$ cat config.mk
export PLATFORM = sky130hd
export DESIGN_NAME = iter_digit_mult
export DESIGN_NICKNAME = d
export VERILOG_FILES = /design/src/rtl/mult_pkg.sv /design/src/rtl/mul2x2_exact.sv /design/src/rtl/iter_digit_mult.sv
export SDC_FILE = /design/constraint.sdc
export NUM_CORES = 1
export LEC_CHECK = 0
export CAP_MARGIN = 20
export CORE_UTILIZATION = 40
export DETAILED_ROUTE_END_ITERATION = 7
export HOLD_SLACK_MARGIN = 0.05
export PLACE_DENSITY = 0.65
export SLEW_MARGIN = 5
export SYNTH_ARGS = -nofsm -noshare
export SYNTH_HDL_FRONTEND = slang
export SYNTH_SLANG_ARGS = --single-unit
$ cat constraint.sdc
create_clock -name clk -period 8.3 [get_ports clk]
set_input_delay 1.66 -clock clk [delete_from_list [all_inputs] [get_ports clk]]
set_output_delay 1.66 -clock clk [all_outputs]
set_load 0.03 [all_outputs]
$ cat src/rtl/mult_pkg.sv
// Shared types and sizing helpers for the iterative radix-4 digit multiplier.
package mult_pkg;

  // One radix-4 digit is 2 bits; a digit product is at most 3*3 = 9, so 4 bits.
  localparam int DIGIT_W = 2;
  localparam int DPROD_W = 4;

  typedef enum logic [1:0] {
    IDLE = 2'd0,
    RUN  = 2'd1,
    DONE = 2'd2
  } state_t;

  // Number of radix-4 digits in an operand of the given width.
  function automatic int num_digits(input int width);
    return width / DIGIT_W;
  endfunction

  // Number of digit-pair iterations for a full product.
  function automatic int num_iters(input int width);
    return num_digits(width) * num_digits(width);
  endfunction

  // Digit counter width; a single-digit operand still needs a 1-bit counter.
  function automatic int ctr_w(input int nd);
    return (nd > 1) ? $clog2(nd) : 1;
  endfunction

endpackage

$ cat src/rtl/mul2x2_exact.sv
// Exact combinational 2x2-bit unsigned multiplier (one radix-4 digit pair).
module mul2x2_exact
  import mult_pkg::*;
(
  input  logic [DIGIT_W-1:0] a,
  input  logic [DIGIT_W-1:0] b,
  output logic [DPROD_W-1:0] p
);

  logic pp_00, pp_10, pp_01, pp_11, carry1;

  // Partial products summed column by column; 3*3 = 4'b1001 exercises both carries.
  always_comb begin
    pp_00  = a[0] & b[0];
    pp_10  = a[1] & b[0];
    pp_01  = a[0] & b[1];
    pp_11  = a[1] & b[1];
    carry1 = pp_10 & pp_01;
    p[0]   = pp_00;
    p[1]   = pp_10 ^ pp_01;
    p[2]   = pp_11 ^ carry1;
    p[3]   = pp_11 & carry1;
  end

endmodule

$ cat src/rtl/iter_digit_mult.sv
// Iterative WIDTH x WIDTH unsigned multiplier: one 2x2 digit product per cycle,
// shifted into a 2*WIDTH accumulator, with valid/ready on both sides.
module iter_digit_mult
  import mult_pkg::*;
#(
  parameter int WIDTH     = 8,
  parameter bit ZERO_SKIP = 1'b1
) (
  input  logic               clk,
  input  logic               rst_n,
  input  logic               in_valid,
  output logic               in_ready,
  input  logic [WIDTH-1:0]   a,
  input  logic [WIDTH-1:0]   b,
  output logic               out_valid,
  input  logic               out_ready,
  output logic [2*WIDTH-1:0] p,
  output logic               busy
);

  localparam int ND = num_digits(WIDTH);
  localparam int CW = ctr_w(ND);
  localparam int PW = 2 * WIDTH;
  localparam logic [CW-1:0] LAST = CW'(ND - 1);

  state_t          state_q, state_d;
  logic [WIDTH-1:0] a_q, a_d, b_q, b_d;
  logic [PW-1:0]    acc_q, acc_d, p_q, p_d;
  logic [CW-1:0]    i_q, i_d, j_q, j_d;

  logic                accept, last_pair, is_zero;
  logic [DIGIT_W-1:0]  a_dig, b_dig;
  logic [DPROD_W-1:0]  dprod;
  logic [PW-1:0]       term;

  assign accept    = in_valid && (state_q == IDLE);
  assign last_pair = (i_q == LAST) && (j_q == LAST);
  assign is_zero   = (a == '0) || (b == '0);

  // Select the current digit pair from the latched operands.
  always_comb begin
    a_dig = a_q[DIGIT_W*i_q +: DIGIT_W];
    b_dig = b_q[DIGIT_W*j_q +: DIGIT_W];
  end

  mul2x2_exact u_mul (
    .a (a_dig),
    .b (b_dig),
    .p (dprod)
  );

  // Zero-extend the digit product and weight it by radix-4 position i+j.
  always_comb begin
    term = PW'(dprod) << (DIGIT_W * (int'(i_q) + int'(j_q)));
  end

  // State register.
  always_ff @(posedge clk) begin
    if (!rst_n) state_q <= IDLE;
    else        state_q <= state_d;
  end

  // Next-state logic.
  always_comb begin
    state_d = state_q;
    case (state_q)
      IDLE: if (accept) state_d = (ZERO_SKIP && is_zero) ? DONE : RUN;
      RUN:  if (last_pair) state_d = DONE;
      DONE: if (out_ready) state_d = IDLE;
      default: state_d = IDLE;
    endcase
  end

  // Outputs decoded from the current state.
  always_comb begin
    in_ready  = (state_q == IDLE);
    busy      = (state_q == RUN);
    out_valid = (state_q == DONE);
    p         = p_q;
  end

  // Datapath next values: operand latch, accumulate, i inner / j outer counting.
  always_comb begin
    a_d   = a_q;
    b_d   = b_q;
    acc_d = acc_q;
    p_d   = p_q;
    i_d   = i_q;
    j_d   = j_q;
    case (state_q)
      IDLE: begin
        if (accept) begin
          a_d   = a;
          b_d   = b;
          acc_d = '0;
          p_d   = '0;
          i_d   = '0;
          j_d   = '0;
        end
      end
      RUN: begin
        acc_d = acc_q + term;
        if (last_pair) begin
          p_d = acc_q + term;
          i_d = '0;
          j_d = '0;
        end else if (i_q == LAST) begin
          i_d = '0;
          j_d = j_q + 1'b1;
        end else begin
          i_d = i_q + 1'b1;
        end
      end
      default: ;
    endcase
  end

  // Datapath registers; reset discards any operation in flight.
  always_ff @(posedge clk) begin
    if (!rst_n) begin
      a_q   <= '0;
      b_q   <= '0;
      acc_q <= '0;
      p_q   <= '0;
      i_q   <= '0;
      j_q   <= '0;
    end else begin
      a_q   <= a_d;
      b_q   <= b_d;
      acc_q <= acc_d;
      p_q   <= p_d;
      i_q   <= i_d;
      j_q   <= j_d;
    end
  end

endmodule

==> results_tabular.tex, run 1 <==
\begin{tabular}{lr}
\hline
Metric & Value \\
\hline
\multicolumn{2}{l}{\textbf{Outcome}} \\
\quad Run status & finished, final reports clean \\
\multicolumn{2}{l}{\textbf{Synth}} \\
\quad Mean cell area of the mapped netlist & slightly below 9 µm² \\
\quad Sequential cell area fraction in the yosys report & 34.89\% \\
\quad Count of flip-flops with a built-in enable after synthesis & 0 \\
\quad Ys flop type & dfxtp\_1 \\
\quad Share of async-settable or async-resettable flops after synthesis & 0\% \\
\quad Post-synthesis cell type count & 54 \\
\quad Post-synth design cell area & 0.003098 mm² \\
\quad Total nets after synthesis & 399 \\
\quad Yosys Warn Count & 0 \\
\quad Synthesized instance count & 357 \\
\quad Synth Register Bits & 54 \\
\multicolumn{2}{l}{\textbf{Cells and area}} \\
\quad Count of filler cells inserted in the layout & 723 \\
\quad Area taken by flip-flops and latches & about 0.0011 mm² \\
\quad Antenna Cells & 0 \\
\quad Area growth from synthesis to layout & 17.61\% \\
\quad Fraction of layout cells with a size suffix above 1 & 5.685\% \\
\quad Final standard cell area without fillers & 0.003643 mm² \\
\quad Most common cell after layout, fill and taps aside & nand2\_1 \\
\quad Total area of multi-input combinational cells & 0.001903 mm² \\
\quad Final net count & 428 \\
\quad Final Util & 49.44\% \\
\quad Leading cell types in the layout, fill and taps excluded & 65 x nand2\_1, 54 x dfxtp\_1, 38 x clkdlybuf4s50\_1, 20 x ha\_1, 17 x nor2b\_1 \\
\multicolumn{2}{l}{\textbf{STA}} \\
\quad Setup repair after global routing missed its margin & no \\
\quad Final critical-path share of the clock period & between 40\% and 50\% \\
\quad Sum Neg Setup Slack & 0 ns \\
\quad Highest achievable clock rate & 0.2615 GHz \\
\quad Final setup viols & 0 \\
\quad Max-Slew Margin vs Limit & around 41\% \\
\quad Final critical-path required period & 3.823 ns \\
\quad Final Max Tran Viols & 0 \\
\quad Worst clock skew on the final layout & 0.004357 ns \\
\quad Endpoints failing hold & 0 \\
\quad Slew at the pin closest to its max-slew limit & 0.8798 ns \\
\multicolumn{2}{l}{\textbf{Power}} \\
\quad Maximum resistive drop on vdd & approximately 78 µV \\
\quad Internal & around 390 µW \\
\quad Proportion of power drawn by flip-flops and latches & 51.5\% \\
\quad Clock network power share & between 30\% and 40\% \\
\quad Post-route total power & 535.0 µW \\
\quad Power share of the combinational group & 15.0\% \\
\quad Switch share & 26.89\% \\
\quad Static Leakage & 0.001415 µW \\
\quad Power density relative to cell area & 146.8 mW/mm² \\
\quad Net switching power of the design & 143.9 µW \\
\multicolumn{2}{l}{\textbf{Floorplanning}} \\
\quad Std cell rows & 31 \\
\quad Full die area & around 0.0081 mm² \\
\quad Die span in x & between 90 and 100 µm \\
\quad Num ports & 39 \\
\quad Height of the die & $\sim$90 µm \\
\quad Initial core utilization & 42.04\% \\
\quad Area inside the core boundary & about 0.0074 mm² \\
\multicolumn{2}{l}{\textbf{Critical path}} \\
\quad CP max FO & 6 \\
\quad Critical path endpoint category & register \\
\quad Kind of start point of the critical path & register \\
\quad Depth of the worst register-to-register path & 14 \\
\quad Critical Setup Path Class & register to register \\
\quad Arr. time, crit path & about 4.0 ns \\
\quad Worst path required time & between 8 and 9 ns \\
\multicolumn{2}{l}{\textbf{Route}} \\
\quad M1 wire length & between 3 and 4 mm \\
\quad Wire length reported by the detailed router & 6.804 mm \\
\quad Post-route ant nets & 0 \\
\quad Routed length on met2 & between 3 and 4 mm \\
\quad Post-DR wirelength/cell & approximately 14 µm \\
\quad Via count & 2,603 \\
\quad Total DRC errors in the routed layout & 0 \\
\quad Average via count per standard cell & 5.356 \\
\quad Metal3 WL & between 150 and 200 µm \\
\quad Initial drt markers & roughly 140 \\
\quad Initial DRT Pass Iterations & 4 \\
\quad Highest metal layer with signal wires & met4 \\
\multicolumn{2}{l}{\textbf{Hold path}} \\
\quad HP Class & register to register \\
\quad Worst Hold Path Cells & 2 \\
\multicolumn{2}{l}{\textbf{Placement}} \\
\quad Post-DP Area & 0.003533 mm² \\
\quad Number of port buffers & 38 \\
\quad Placed wire-length estimate after detailed placement & between 5 and 6 mm \\
\quad Weighted congestion at the end of routability-driven global placement & 0.9272 \\
\multicolumn{2}{l}{\textbf{Clocking}} \\
\quad Post-CTS setup repair buffer count & 0 \\
\quad Max Buffers Root-to-Sink & 2 \\
\quad Count of hold buffers inserted by post-cts repair & 0 \\
\quad Number of gates resized after CTS & 0 \\
\quad TritonCTS clock tree & built \\
\quad Root Buffer Master & clkbuf\_8 \\
\quad CTS clk-pin slew, worst paths & $\sim$0.10 ns \\
\quad Source-to-sink clock delay at the later pin of the worst-skew pair & 0.31 ns \\
\quad Number of clock sinks & 54 \\
\quad H-tree Lvls & 2 \\
\quad Inserted Clock Buffers & 5 \\
\multicolumn{2}{l}{\textbf{Global routing}} \\
\quad Overall fraction of global-route tracks in use & 17.99\% \\
\quad Vias in the first global route & roughly 2,600 \\
\quad First-pass GRT wire length & between 10 and 15 mm \\
\quad Largest net degree at the start of global routing & 43 \\
\quad Antenna violations before repair & 0 \\
\quad Global-route congestion overflow total & 0 \\
\multicolumn{2}{l}{\textbf{Flow run}} \\
\quad Number of max-capacitance violations reported & 0 \\
\hline
\end{tabular}
==> metrics by stage <==
step	setup WS (ns)	hold slack [ns]	instances
global route	4.231	0.4760	486
global placement	4.575	0.4451	478
CTS	4.466	0.4625	486
detailed placement	4.484	0.4471	478
floorplan	4.823	0.4309	357
finish	4.477	0.4566	486
==> final cells by class <==
| class | instances | area share, % |
|---|---|---|
| Sequential cell | 54 | 29.67 |
| Multi-Input combinational cell | 277 | 52.23 |
| Clock buffer | 6 | 1.992 |
| Tap cell | 99 | 3.400 |
| Clock inverter | 2 | 1.030 |
| Timing Repair Buffer | 40 | 10.85 |
| Inverter | 8 | 0.8242 |
==> layer usage <==
metal	vias up	GRT usage (%)
met3	11	2.369
li1	1331	-
met4	0	6.183
met2	52	30.41
met1	1209	23.52
met5	-	0
==> cell families after synthesis <==
kind of cell / share of synthesized area, %
AOI/OAI and AO/OA: 24.39
buffers and inverters: 3.675
DFF: 34.90
adders and majority gates: 9.370
and+or+nand+nor: 20.11
muxes: 3.595
xor gates and xnor gates: 3.958
==> power groups by stage <==
stage | sequential (µW) | clock (µW) | combinational (µW)
global route | 277 | 190 | 89.3
CTS | 276 | 183 | 81.4
detailed placement | 282 | 0 | 81.2
floorplan | 280 | 0 | 53.7
finish | 275 | 179 | 80.2
global placement | 281 | 0 | 80.0
==> state kept, by name, indices dropped and copies added (netlist names) <==
signal	count
acc_q	16
j_q	2
a_q	8
b_q	8
p	16
i_q	2
state_q	2
==> worst max-delay path: stages (launching register included) <==
cell	delay [ns]
dfxtp_1	0.47
mux4_2	0.58
and2_1	0.18
ha_1	0.19
ha_1	0.30
nor2b_1	0.14
a31oi_1	0.33
nor2_1	0.08
ha_1	0.33
o211ai_1	0.20
o21bai_2	0.15
a31oi_4	0.27
o21bai_1	0.12
xnor2_1	0.24
a21oi_1	0.11
==> cell usage after synthesis (7+ instances only) <==
cell	number	area, µm²
inv_1	8	30.03
and2_1	10	62.56
nor2_1	14	52.55
nand2_1	65	244.0
dfxtp_1	54	1081
xnor2_1	9	78.83
a21boi_1	13	97.59
a21oi_1	15	75.07
ha_1	20	250.2
clkbuf_1	8	30.03
a22o_1	13	113.9
a21boi_0	13	97.59
o21ai_0	7	35.03
nor2b_1	17	106.4
==> final timing paths <==
check	slack, ns	end	start
worst min register to register	0.46	p[6]	p[6]
worst min-delay path	0.46	p[6]	p[6]
worst max-delay path	4.48	p[11]	j_q[0]
worst max register to register	4.48	p[11]	j_q[0]
(Power assumes the default switching activity.)
==> run 2: changes to the inputs <==
PLACE_DENSITY = 0.67   (was 0.65)
clock period = 3.5 ns   (was 8.3 ns; I/O delays follow)
==> run 2 against run 1 <==
First-iteration DRC count down 30%. Utilization up 4.7 points. Highest routed layer unchanged. Clock-buffer cell count unchanged. Worst setup slack worse by 4.4 ns. Register-to-register slack worse by 4.4 ns. Final cell count up 6.0%. Sequential power up 140%. Sequential share of layout area down 2.5 points. Combinational power rose to 2.6 times the previous value. Critical endpoint is now p[15]. Non-clock buffer count up 29. Clock skew up 0.0035 ns.
==> results_tabular.tex, run 2 (synthesized netlist as in run 1, its figures left out) <==
\begin{tabular}{lr}
\hline
Metric & Value \\
\hline
\multicolumn{2}{l}{\textbf{Global routing}} \\
\quad Largest net degree at the start of global routing & 30 \\
\quad Antenna violations before repair & 0 \\
\quad First-pass GRT wire length & 12.16 mm \\
\quad Vias in the first global route & 2,637 \\
\quad Global-route congestion overflow total & 0 \\
\quad Overall fraction of global-route tracks in use & 18.28\% \\
\multicolumn{2}{l}{\textbf{Route}} \\
\quad Via count & 2,726 \\
\quad Post-DR wirelength/cell & 14.11 µm \\
\quad Total DRC errors in the routed layout & 0 \\
\quad Initial drt markers & 95 \\
\quad Initial DRT Pass Iterations & 4 \\
\quad Wire length reported by the detailed router & $\sim$7.3 mm \\
\quad Average via count per standard cell & $\sim$5.3 \\
\quad Post-route ant nets & 0 \\
\multicolumn{2}{l}{\textbf{Cells and area}} \\
\quad Total area of multi-input combinational cells & a little over 0.002 mm² \\
\quad Count of filler cells inserted in the layout & 688 \\
\quad Area growth from synthesis to layout & 28.88\% \\
\quad Area taken by flip-flops and latches & 0.001085 mm² \\
\quad Most common cell after layout, fill and taps aside & nand2\_1 \\
\quad Antenna Cells & 0 \\
\quad Fraction of layout cells with a size suffix above 1 & 17.31\% \\
\quad Leading cell types in the layout, fill and taps excluded & 65 x nand2\_1, 51 x dfxtp\_1, 38 x clkdlybuf4s50\_1, 31 x buf\_4 \\
\quad Final net count & 457 \\
\quad Final std cells w/o fill & 515 \\
\quad Final standard cell area without fillers & 0.003993 mm² \\
\quad Final Util & 54.18\% \\
\multicolumn{2}{l}{\textbf{Clocking}} \\
\quad Inserted Clock Buffers & 5 \\
\quad CTS clk-pin slew, worst paths & 0.10 ns \\
\quad Source-to-sink clock delay at the later pin of the worst-skew pair & 0.32 ns \\
\quad H-tree Lvls & 2 \\
\quad Count of hold buffers inserted by post-cts repair & 0 \\
\quad Root Buffer Master & clkbuf\_8 \\
\quad TritonCTS clock tree & built \\
\quad Number of clock sinks & 54 \\
\quad Max Buffers Root-to-Sink & 2 \\
\multicolumn{2}{l}{\textbf{Placement}} \\
\quad Placed wire-length estimate after detailed placement & 5.411 mm \\
\quad Placed cells & 502 \\
\quad Post-place setup slack & -0.1811 ns \\
\quad Post-DP Area & 0.003714 mm² \\
\quad Number of port buffers & 38 \\
\quad Weighted congestion at the end of routability-driven global placement & 0.8621 \\
\multicolumn{2}{l}{\textbf{Critical path}} \\
\quad Endpoint of the worst-slack reg-to-reg timing path & p[15] \\
\quad Launch point of the worst reg-to-reg path & j\_q[1] \\
\quad Kind of start point of the critical path & register \\
\quad CP max FO & 4 \\
\quad Arr. time, crit path & 3.61 ns \\
\quad Depth of the worst register-to-register path & 14 \\
\quad Critical path endpoint category & register \\
\quad Critical Setup Path Class & register to register \\
\quad Worst path required time & 3.71 ns \\
\quad Internal reg-to-reg setup slack & 0.11 ns \\
\multicolumn{2}{l}{\textbf{STA}} \\
\quad Final critical-path share of the clock period & between 90\% and 100\% \\
\quad Final critical-path required period & $\sim$3.4 ns \\
\quad Setup repair after global routing missed its margin & yes \\
\quad Final Max Tran Viols & 0 \\
\quad Highest achievable clock rate & 0.2949 GHz \\
\quad Endpoints failing hold & 0 \\
\quad Max-Slew Margin vs Limit & between 40\% and 50\% \\
\quad Worst hold slack across all endpoints & 0.4595 ns \\
\quad Slew at the pin closest to its max-slew limit & 0.7709 ns \\
\quad Fin worst setup slack & 0.1090 ns \\
\quad Worst clock skew on the final layout & 0.007860 ns \\
\quad Final setup viols & 0 \\
\multicolumn{2}{l}{\textbf{Floorplanning}} \\
\quad Full die area & 0.008101 mm² \\
\quad Num ports & 39 \\
\quad Initial core utilization & around 42\% \\
\quad Area inside the core boundary & 0.007370 mm² \\
\quad Die span in x & 90.01 µm \\
\quad Std cell rows & 31 \\
\quad Height of the die & between 90 and 100 µm \\
\multicolumn{2}{l}{\textbf{Hold path}} \\
\quad Worst Hold Path Cells & 2 \\
\quad Hold Path End & p[6] \\
\quad HP Class & register to register \\
\quad Worst Min Path Start & p[6] \\
\multicolumn{2}{l}{\textbf{Power}} \\
\quad Maximum resistive drop on vdd & roughly 160 µV \\
\quad Static Leakage & 0.001579 µW \\
\quad Power density relative to cell area & roughly 320 mW/mm² \\
\multicolumn{2}{l}{\textbf{Outcome}} \\
\quad Run status & finished, final reports clean \\
\multicolumn{2}{l}{\textbf{Flow run}} \\
\quad Number of max-capacitance violations reported & 0 \\
\hline
\end{tabular}
==> run 2: cell count changes in the layout (fill, tap and decap cells not counted), sizes merged <==
cell	change
buf	+29
==> run 2: how the worst max path moves through the flow <==
stage                     slack [ns]     to   start  cells past startpoint
final                           0.11  p[15]  j_q[1]                     14
after global routing           -0.09  p[11]  j_q[1]                     15
after CTS                       0.01  p[15]  i_q[0]                     15
after detailed placement       -0.18  p[15]  i_q[0]                     15
after global placement         -0.20  p[15]  i_q[0]                     15
after floorplan                 0.02  p[15]  i_q[0]                     15
==> run 2: final cells by class <==
| class | instances | area share (%) |
|---|---|---|
| Multi-Input combinational cell | 277 | 50.86 |
| Sequential cell | 54 | 27.17 |
| Timing Repair Buffer | 69 | 15.36 |
| Tap cell | 99 | 3.102 |
| Clock buffer | 6 | 1.818 |
| Clock inverter | 2 | 0.9401 |
| Inverter | 8 | 0.7521 |
==> run 2: stage by stage <==
stage	power (µW)	setup TNS, ns
floorplan	790.6	0
global placement	865.0	-0.4087
detailed placement	868.1	-0.5919
CTS	1292	0
global route	1340	-0.3416
finish	1284	0
==> run 2: power breakdown <==
part / internal, µW / switching (µW) / total, µW
Clock: 214 / 213 / 427
Combinational: 88.6 / 117 / 206
Sequential: 635 / 15.5 / 651
Total: 938 / 346 / 1280
==> run 2: worst max-delay path: stages (launching register included) <==
cell,delay [ns]
dfxtp_2,0.35
mux4_2,0.52
and2_4,0.19
ha_4,0.15
ha_4,0.27
nor2b_4,0.12
a31oi_1,0.04
buf_4,0.18
nor3_2,0.21
ha_1,0.32
and3_1,0.19
a221oi_2,0.25
o21ai_2,0.12
xnor2_2,0.16
a22o_1,0.22
==> run 2: timing repair <==
item                       in CTS  in global routing
buffers inserted                3                  2
resized for setup               8                 16
pin swaps                       4                 15
setup endpoints to repair      19                 20
==> run 2: routing by layer <==
| metal | vias up | GRT usage [%] | share of wire [%] | routed length [µm] |
|---|---|---|---|---|
| met5 | - | 0 | 0 | 0 |
| met4 | 0 | 6.452 | 2.0 | 148 |
| met3 | 13 | 3.638 | 3.5 | 255 |
| met2 | 59 | 31.74 | 49 | 3553 |
| met1 | 1275 | 22.36 | 46 | 3308 |
| li1 | 1379 | - | - | - |
==> variant 1, RTL diff (config.mk and constraints of run 2) <==
The package constant `DIGIT_W` goes from 2 to 3.
--- a/src/rtl/mult_pkg.sv
+++ b/src/rtl/mult_pkg.sv
@@ -4,3 +4,3 @@
   // One radix-4 digit is 2 bits; a digit product is at most 3*3 = 9, so 4 bits.
-  localparam int DIGIT_W = 2;
+  localparam int DIGIT_W = 3;
   localparam int DPROD_W = 4;
Behaviour: not the same (Yosys sat finds a counterexample within 10 cycles, from zero or initial values and one cycle with rst_n low).
==> variant 1 against run 2 <==
Global-route usage fell by 0.14 points. Routed wire length shrank 8.7%. Worst setup slack better by 0.019 ns. Sequential power fell by 20%. Area after synthesis fell by 9.4%. Cell area down 11%. Power down 13%. Sequential cell count decreased by 10. Critical endpoint unchanged. Largest cell class unchanged.
==> variant 1: results <==
{
  "holdWs_ns": 0.459,
  "ys.warnings.count": 0,
  "chipWidth_um": 85.8,
  "nNetsFinal": 436,
  "antenna_found_initial": 0,
  "fill_cells": 630,
  "synth_nets": 385,
  "viasPerCell": 5.29,
  "preCtsSetupSlack_ns": -0.121,
  "dpl.hpwl_um": 4730,
  "yosysUniqueCellTypes": 56,
  "setup_slack_ns": 0.128,
  "gp_congestion": 0.851,
  "synth-xor-area-share_pct": 2.81,
  "power.leakage_uw": 0.00142,
  "r2r_end": "p[15]",
  "crit_arrival_ns": 3.59,
  "critPathMaxStageDelay_ns": 0.37,
  "clock_latency_ns": 0.30,
  "dr.pass1.iters": 4,
  "first_iter_violations": 72,
  "numCtsBuffers": 5,
  "synthCells": 344,
  "reg2reg_from": "j_q",
  "num_vias": 2604,
  "power.internal_uw": 811,
  "cp-start-kind": "flop",
  "cts_htree_levels": 2,
  "grt_start_max_net_pins": 31,
  "grt.total_usage_pct": 18.1,
  "slowest_stage": "dfxtp_2",
  "dp.cells": 480,
  "path_delay_family": "compound AO/OA/AOI/OAI gates",
  "critPathCaptureType": "flop",
  "synth_area_leaders": "dfxtp_1 31%, ha_1 8.9%, nor2_1 5.5%, nand2_1 5.2%, a21oi_1 4.5%",
  "synthTopCellsByCount": "44 x dfxtp_1, 41 x nor2_1, 39 x nand2_1",
  "synth_compound_area_share_pct": 22.8,
  "outcome": "complete, no violations",
  "antenna_cells": 0,
  "muxShareOfSynthArea_pct": 5.08,
  "clkSlewWorstSetupHoldPaths_ns": 0.09,
  "portBuffers": 38,
  "vdd_drop_max_v": 0.000213,
  "worst_pin_slew_ns": 0.810,
  "max-cap-violations": 0,
  "layout-drive-gt1-share_pct": 16.7,
  "async_reset_ff_share_pct": 0,
  "route.detailed.wl_per_inst_um": 13.5,
  "fin_worst_skew_ns": 0.00885,
  "yosys.area_share.adder_pct": 9.63,
  "hold_class": "flop to flop",
  "clockRootBuffer": "clkbuf_8",
  "r2r_cells": 16,
  "first_global_vias": 2364,
  "crit_path_max_fanout": 4,
  "cts_buffer_depth": 2,
  "seq_area_frac_synth_pct": 31.4,
  "grt_first_pass_wirelength_um": 10600
}
variant 1: timing repair:
item                       CTS  global route
buffers inserted             2             2
resized for setup            4            21
pin swaps                    0             9
setup endpoints to repair   14            18
variant 1: power by group through the flow:
stage	Sequential, uW	Clock, uW	Combinational [uW]
global route	525	419	223
finish	523	391	206
global placement	533	0	193
floorplan	532	0	124
CTS	521	401	199
detailed placement	532	0	195
variant 1: logic make-up (layout without fill, tap and decap cells):
family / count (synthesis) / in the layout
AO/OA/AOI/OAI: 90 / 90
XOR/XNOR: 9 / 9
adder cells (fa/ha/maj): 21 / 21
buffers and inverters: 27 / 79
flip-flops: 44 / 44
multiplexers: 14 / 14
AND/OR/NAND/NOR: 139 / 139
variant 1: per-layer routing:
layer  up-vias  share of wire [%]  track usage [%]
li1       1333                  -                -
met1      1223                 49             25.1
met2        42                 45             28.9
met3         6                4.4             3.18
met4         0                1.1             5.45
met5         -                  0                0
variant 1: cell type report:
class | instances | area share [%]
Clock buffer | 6 | 2.04
Clock inverter | 2 | 0.983
Inverter | 10 | 1.05
Multi-Input combinational cell | 273 | 52.1
Sequential cell | 44 | 24.9
Tap cell | 96 | 3.37
Timing Repair Buffer | 61 | 15.6
variant 1: tightest hold or removal path, stage by stage, from the launching register on:
cell	delay [ns]
dfxtp_1	0.32
nand2_1	0.05
a21oi_1	0.05
variant 1: worst min path at each step:
stage	startpoint	to	depth (start not counted)
after detailed placement	a_q[1]	a_q[1]	2
after global placement	p[0]	p[0]	2
after global routing	b_q[1]	b_q[1]	2
final	p[8]	p[8]	2
after floorplan	a_q[0]	a_q[0]	2
after CTS	a_q[1]	a_q[1]	2
variant 1: per-stage QoR:
step	util, %	area (um^2)	setup TNS (ns)	power, uW
6_report	52.4	3560	0	1120
5_1_grt	52.4	3560	-0.346	1170
4_1_cts	51.2	3480	0	1120
3_5_place_dp	49.3	3350	-0.607	728
3_3_place_gp	49.3	3350	0	726
2_1_floorplan	-	2810	0	656
==> variant 2, RTL diff (config.mk and constraints of run 2) <==
Without the edit above. Re-encode `state_t` (3 states) as one-hot, 3 bits wide.
--- a/src/rtl/mult_pkg.sv
+++ b/src/rtl/mult_pkg.sv
@@ -7,6 +7,6 @@
 
-  typedef enum logic [1:0] {
-    IDLE = 2'd0,
-    RUN  = 2'd1,
-    DONE = 2'd2
+  typedef enum logic [2:0] {
+    IDLE = 3'b001,
+    RUN  = 3'b010,
+    DONE = 3'b100
   } state_t;
Formal check against the unedited RTL: no difference found for any inputs over 10 cycles, from zero or initial values and one cycle with rst_n low; not proved beyond that.
==> variant 2 against run 2 <==
Sequential cell count is 1 higher. Power is 10% lower. Worst setup slack worse by 0.088 ns. Clock skew is 0.0020 ns lower. Global-route usage is 0.20 points lower. Cell area is 6.3% higher. Maximum frequency is 2.5% lower. Via count is 8.1% higher. Area after synthesis is 4.2% higher. Routed wire length is 9.5% higher. Non-clock buffer count is 7 higher. Critical path type unchanged. Critical endpoint unchanged. Highest routed layer unchanged.
==> variant 2: results <==
{
  "place_area_mm2": 0.00389,
  "outcome": "complete, no violations",
  "antenna_left": 0,
  "layout-drive-gt1-share_pct": 18.9,
  "yosys.area_share.adder_pct": 8.99,
  "viasPerCell": 5.34,
  "fill_cells": 729,
  "maxSlewHeadroom_pct": 52.2,
  "hold_start": "p[14]",
  "nNetsFinal": 491,
  "portBuffers": 38,
  "crit_arrival_ns": 3.69,
  "gp_congestion": 0.894,
  "synth-xor-area-share_pct": 3.80,
  "antenna_found_initial": 0,
  "synth_nets": 429,
  "ys.warnings.count": 0,
  "synth_compound_area_share_pct": 24.1,
  "period_minus_slack_ns": 3.48,
  "cts_htree_levels": 2,
  "wl_um": 7960,
  "grt.total_usage_pct": 18.1,
  "clock_latency_ns": 0.30,
  "synthTopCellsByCount": "66 x nand2_1, 55 x dfxtp_1, 24 x a21oi_1",
  "hold_class": "flop to flop",
  "first_global_vias": 2642,
  "reg2reg_from": "j_q[0]",
  "ys.flop_type": "dfxtp_1",
  "cts_buffer_depth": 2,
  "clockRootBuffer": "clkbuf_8",
  "design_area_mm2": 0.00424,
  "multiInputGateArea_mm2": 0.00222,
  "synth_area_leaders": "dfxtp_1 34%, ha_1 7.7%, nand2_1 7.7%, a21boi_0 5.1%, a21oi_1 3.7%",
  "fin_worst_skew_ns": 0.00586,
  "muxShareOfSynthArea_pct": 3.72,
  "r2r_cells": 15,
  "crit_path_max_fanout": 3,
  "grt_first_pass_wirelength_um": 12400,
  "grt_start_max_net_pins": 27,
  "seq_area_frac_synth_pct": 34.1,
  "async_reset_ff_share_pct": 0,
  "ff2ff_setup_slack_ns": 0.02,
  "vdd_drop_max_v": 0.000226,
  "power.leakage_uw": 0.00163,
  "min_to": "p[14]",
  "max-cap-violations": 0,
  "first_iter_violations": 116,
  "r2r_end": "p[15]",
  "yosysUniqueCellTypes": 43,
  "dpl.hpwl_um": 5770
}
[variant 2: changes by cell type after synthesis, moves of 5 or more]
cell      change
a21boi_0      +9
a21boi_1     -12
a21oi_1       +9
a22oi_1       +6
clkbuf_1      +9
nand2b_1      +5
nor2_1        +7
nor3_1        +5
o21ai_0      +11
o21ai_1       -6
[variant 2: repair_timing]
| item | in CTS | in global routing |
|---|---|---|
| pin swaps | 2 | 22 |
| setup buffers | 1 | 6 |
| resized for setup | 7 | 40 |
| endpoints found under the setup margin | 9 | 17 |
[variant 2: final cells by class]
class / count / share of cell area [%]
well taps: 102 / 3.01
multi-input cells: 303 / 52.4
flip-flops and latches: 55 / 26.1
clock buffers: 7 / 1.80
inverters: 8 / 0.708
repair buffers: 76 / 15.8
clock inverters: 1 / 0.206
[variant 2: per-layer routing]
| metal | GRT usage (%) | vias to the layer above | wire [um] |
|---|---|---|---|
| met3 | 2.90 | 16 | 267 |
| li1 | - | 1486 | - |
| met1 | 23.6 | 1374 | 3590 |
| met4 | 3.65 | 0 | 199 |
| met5 | 0 | - | 0 |
| met2 | 31.4 | 70 | 3900 |
[variant 2: stage by stage]
stage	hold WS (ns)	setup slack (ns)	setup TNS (ns)	cells	power, uW
final	0.464	0.0211	0	552	1150
after global routing	0.487	-0.0965	-0.537	552	1200
after CTS	0.470	0.0000393	0	546	1160
after detailed placement	0.447	-0.0497	-0.121	537	817
after global placement	0.451	0.00634	0	537	815
after floorplan	0.432	0.0273	0	387	761
[variant 2: power breakdown]
| part | switching (uW) | internal (uW) |
|---|---|---|
| registers | 11.5 | 642 |
| logic | 86.8 | 63.9 |
| clock network | 204 | 145 |
[variant 2: cells by family (layout without fill, tap and decap cells)]
| logic type | after synthesis | after routing |
|---|---|---|
| flip-flops | 55 | 55 |
| buffers and inverters | 29 | 92 |
| AO/OA/AOI/OAI | 111 | 111 |
| XOR/XNOR | 14 | 14 |
| adder cells (fa/ha/maj) | 22 | 22 |
| AND/OR/NAND/NOR | 149 | 149 |
| multiplexers | 7 | 7 |
[variant 2: worst max-delay path by stage]
stage,startpoint,to
6_report,j_q[0],p[15]
3_3_place_gp,i_q[0],p[15]
4_1_cts,i_q[0],p[15]
5_1_grt,j_q[0],p[15]
2_1_floorplan,j_q[0],p[11]
3_5_place_dp,i_q[0],p[13]
[variant 2: worst max-delay path: stages, from the launching register on]
cell,delay (ns)
dfxtp_4,0.37
mux4_2,0.50
and2_4,0.18
ha_4,0.16
ha_4,0.23
nor2b_4,0.11
a31oi_1,0.14
buf_4,0.16
nor2_4,0.05
ha_4,0.28
o211ai_4,0.09
o21ai_4,0.21
a31oi_4,0.14
o41ai_4,0.39
xnor2_1,0.13
a22o_1,0.23
